<file path="src/rtl/sat_counter.sv">
// Up-counter that sticks at all-ones instead of wrapping; synchronous clear wins.
module sat_counter #(
  parameter int unsigned WIDTH = 8
) (
  input  logic             clk,
  input  logic             i_inc,
  input  logic             i_clr,
  output logic [WIDTH-1:0] o_count
);

  logic [WIDTH-1:0] r_count;

  always_ff @(posedge clk) begin
    if (i_clr) begin
      r_count <= '0;
    end else if (i_inc && (r_count != {WIDTH{1'b1}})) begin
      r_count <= r_count + WIDTH'(1);
    end
  end

  assign o_count = r_count;

endmodule

</file>
<file path="config.mk">
export PLATFORM = sky130hd
export DESIGN_NAME = sat_counter
export DESIGN_NICKNAME = d
export VERILOG_FILES = /design/src/rtl/sat_counter.sv
export SDC_FILE = /design/constraint.sdc
export NUM_CORES = 1
export LEC_CHECK = 0
export CAP_MARGIN = 25
export CORE_ASPECT_RATIO = 1.25
export CORE_MARGIN = 1
export CORE_UTILIZATION = 25
export CTS_BUF_LIST = sky130_fd_sc_hd__clkbuf_8
export DETAILED_ROUTE_END_ITERATION = 7
export GPL_TIMING_DRIVEN = 0
export PLACE_DENSITY = 0.57
export SLEW_MARGIN = 20
export SYNTH_ARGS = -nofsm -noshare
export SYNTH_HDL_FRONTEND = slang
export SYNTH_SLANG_ARGS = --single-unit
</file>
<file path="constraint.sdc">
create_clock -name clk -period 2.5 [get_ports clk]
set_input_delay 0.25 -clock clk [delete_from_list [all_inputs] [get_ports clk]]
set_output_delay 0.25 -clock clk [all_outputs]
set_load 0.005 [all_outputs]
</file>
==> results.ini, run 1 <==
[outcome]
status = complete, no violations

[power]
p_clk_frac = 0.493
total_leakage_power_nw = 0.214
combPwrFrac = 0.079
p_per_area_mw_per_mm2 = 534
total_power_mw = 0.317
seqPwrFrac = 0.428
p_int_mw = 0.251
ir_worst_vdd_mv = 0.232
switching_share = 0.209
p_sw_mw = 0.0664

[floorplan]
die_h_um = 48.4
pin_count = 11
dieArea_mm2 = 0.00189
die_w_um = 39.1
start_util = 0.272
core_mm2 = 0.00158
row_count = 16

[route]
wl_per_cell_um = 12.2
drt-total-wl_um = 943
vias_per_cell = 5.32
drtIter0Drc = 6
drcViolationCount = 0
vias = 410
ant_nets = 0
dr.pass1.iters = 4

[setup_path]
crit_chain = clkdlybuf4s50_1
cp.buffers_inverters = 1
crit_arrival_ns = 1.24
crit_type = flip-flop to output pin
worst_path_max_delay_cell = clkdlybuf4s50_1
critPathMaxStageDelay_ns = 0.56
crit_family = buffers and inverters
required_ns = 2.25
cp-start-kind = flip-flop
cp_max_fo = 8
critPathCaptureType = output pin

[synthesis]
yosys_warnings = 0
ys_types = 25
syn_inst = 46
syn_nets = 50
syn_area_per_cell_um2 = 9.36
syn_area_um2 = 430
synth-seq-cells = 8
ys_seq_area_frac = 0.372

[layout]
drive_gt1_frac = 0.153
largest_reg_flops = 8
final_common_cell = clkdlybuf4s50_1
nets = 65
syn_to_final_growth_pct = 38.1
utilization = 0.376
final_cell_mix = 10 x clkdlybuf4s50_1, 8 x dfxtp_1, 5 x a21oi_1, 5 x nand2_1, 3 x clkbuf_8
num_antenna_cells = 0

[global_routing]
grt_pass1_vias = 356
grt-ovfl-total = 0
grtUsageTotal = 0.122
grt_max_degree = 9
antenna_found_initial = 0
grt_pass1_wl_um = 1570

[sta]
finalHoldViolCount = 0
drv_slew = 0
setup_slack_ns = 1.01
setup_viol = 0
skew_ns = 0.000959
period_share = 0.596
fmax_ghz = 0.671
relSlewSlack = 0.806
worst_hold_slack_ns = 0.511
min_period_ns = 1.49
rsz0062_at_grt = false
worst_pin_slew_ns = 0.290
tns_ns = 0

[place]
pre_cts_slack_ns = 0.942
port_buffers = 10
place_congestion = 0.687
dp_hpwl_um = 668

[worst_hold_path]
worstHoldPathType = flip-flop to flip-flop

[clock_tree]
postCtsHoldBufs = 0
clk_latency_ns = 0.23
cts_root_buffer = clkbuf_8
cts_setup_buffers = 0
cts_buffers = 3
clock_path_buffers = 2
ctsResizeCount = 0
clkTransAtPathRegs_ns = 0.04
cts_tree = yes
htreeDepth = 1
clock-sinks = 8

[flow_run]
cap_violations = 0

## path summary, 6_finish.rpt
| check | startpoint | end | slack (ns) | cells past startpoint |
|---|---|---|---|---|
| max | o_count[2]$_SDFFE_PP0P_ | o_count[2] | 1.01 | 1 |
| min | o_count[1]$_SDFFE_PP0P_ | o_count[1]$_SDFFE_PP0P_ | 0.51 | 2 |
| max reg2reg | o_count[0]$_SDFFE_PP0P_ | o_count[0]$_SDFFE_PP0P_ | 1.06 | 4 |
| min reg2reg | o_count[1]$_SDFFE_PP0P_ | o_count[1]$_SDFFE_PP0P_ | 0.51 | 2 |
## synth_stat cells
master | count | area (um^2)
a211oi_1 | 2 | 15.0
a21boi_0 | 1 | 7.51
a21boi_4 | 1 | 18.8
a21oi_1 | 5 | 25.0
a311oi_1 | 1 | 8.76
a31oi_1 | 1 | 6.26
and2b_2 | 1 | 8.76
and3_4 | 1 | 11.3
and4_1 | 2 | 17.5
buf_6 | 1 | 11.3
dfxtp_1 | 8 | 160
ha_1 | 1 | 12.5
inv_1 | 1 | 3.75
mux2_4 | 1 | 15.0
mux2i_1 | 1 | 10.0
nand2_1 | 5 | 18.8
nand2b_1 | 1 | 6.26
nand3_1 | 2 | 10.0
nand4_1 | 2 | 12.5
nor2_1 | 1 | 3.75
nor3_1 | 2 | 10.0
o21ai_1 | 1 | 5.00
o21bai_1 | 2 | 15.0
o311a_1 | 1 | 10.0
or3_2 | 1 | 7.51
## cell type report
cell class / count / area [um^2]
clock buffers: 3 / 41.3
plain buffers: 1 / 11.3
repair buffers: 10 / 100
multi-input cells: 36 / 255
well taps: 18 / 22.5
flip-flops and latches: 8 / 160
inverters: 1 / 3.75
fillers: 167 / 987
## per-layer routing
| layer | up-vias | wire length (um) | global-route usage |
|---|---|---|---|
| met5 | - | 0 | 0 |
| met4 | 0 | 38 | 0.103 |
| met3 | 5 | 42 | 0.0413 |
| met2 | 18 | 409 | 0.161 |
| met1 | 184 | 452 | 0.153 |
| li1 | 203 | - | - |
## power groups by stage
stage / clock, mW / combinational, mW / sequential [mW]
final: 0.157 / 0.0250 / 0.136
after global routing: 0.168 / 0.0269 / 0.136
after CTS: 0.160 / 0.0250 / 0.136
after detailed placement: 0 / 0.0246 / 0.138
after global placement: 0 / 0.0248 / 0.138
after floorplan: 0 / 0.0112 / 0.138
## through the flow
stage          cells  instance area, um^2
2_1_floorplan     46                  430
3_3_place_gp      74                  553
3_5_place_dp      74                  553
4_1_cts           77                  594
5_1_grt           77                  594
6_report          77                  594
## cell families (layout without fill, tap and decap cells)
| logic type | count (synthesis) | count (layout) | share of synthesized area |
|---|---|---|---|
| buffers and inverters | 2 | 15 | 0.0349 |
| AOI/OAI and AO/OA | 15 | 15 | 0.259 |
| muxes | 2 | 2 | 0.0581 |
| DFF | 8 | 8 | 0.372 |
| and+or+nand+nor | 18 | 18 | 0.247 |
| adders and majority gates | 1 | 1 | 0.0291 |
## worst register-to-register path, cell delays in order (launching register included)
cell	delay [ns]
dfxtp_1	0.34
ha_1	0.28
and3_4	0.22
a21boi_4	0.17
mux2_4	0.31
Note: power is estimated with default switching activity, not from simulation.
==> run 2, diff against run 1 <==
- clock period: 2.5 -> 1.5 ns (I/O delays scaled with it)
==> results of run 2 <==
The final DEF is identical to that of run 1. Status: complete, no violations.
Among the figures that moved: setup slack after placement 0.942 ns -> 0.0421 ns; setup slack after layout 1.01 ns -> 0.0604 ns; start point of the critical path o_count[2]$_SDFFE_PP0P_ -> o_count[0]$_SDFFE_PP0P_; end point of the critical path o_count[2] -> o_count[0]$_SDFFE_PP0P_; register-to-register setup slack 1.06 ns -> 0.06 ns; total power 0.317 mW -> 0.529 mW; worst IR drop on VDD 0.232 mV -> 0.387 mV
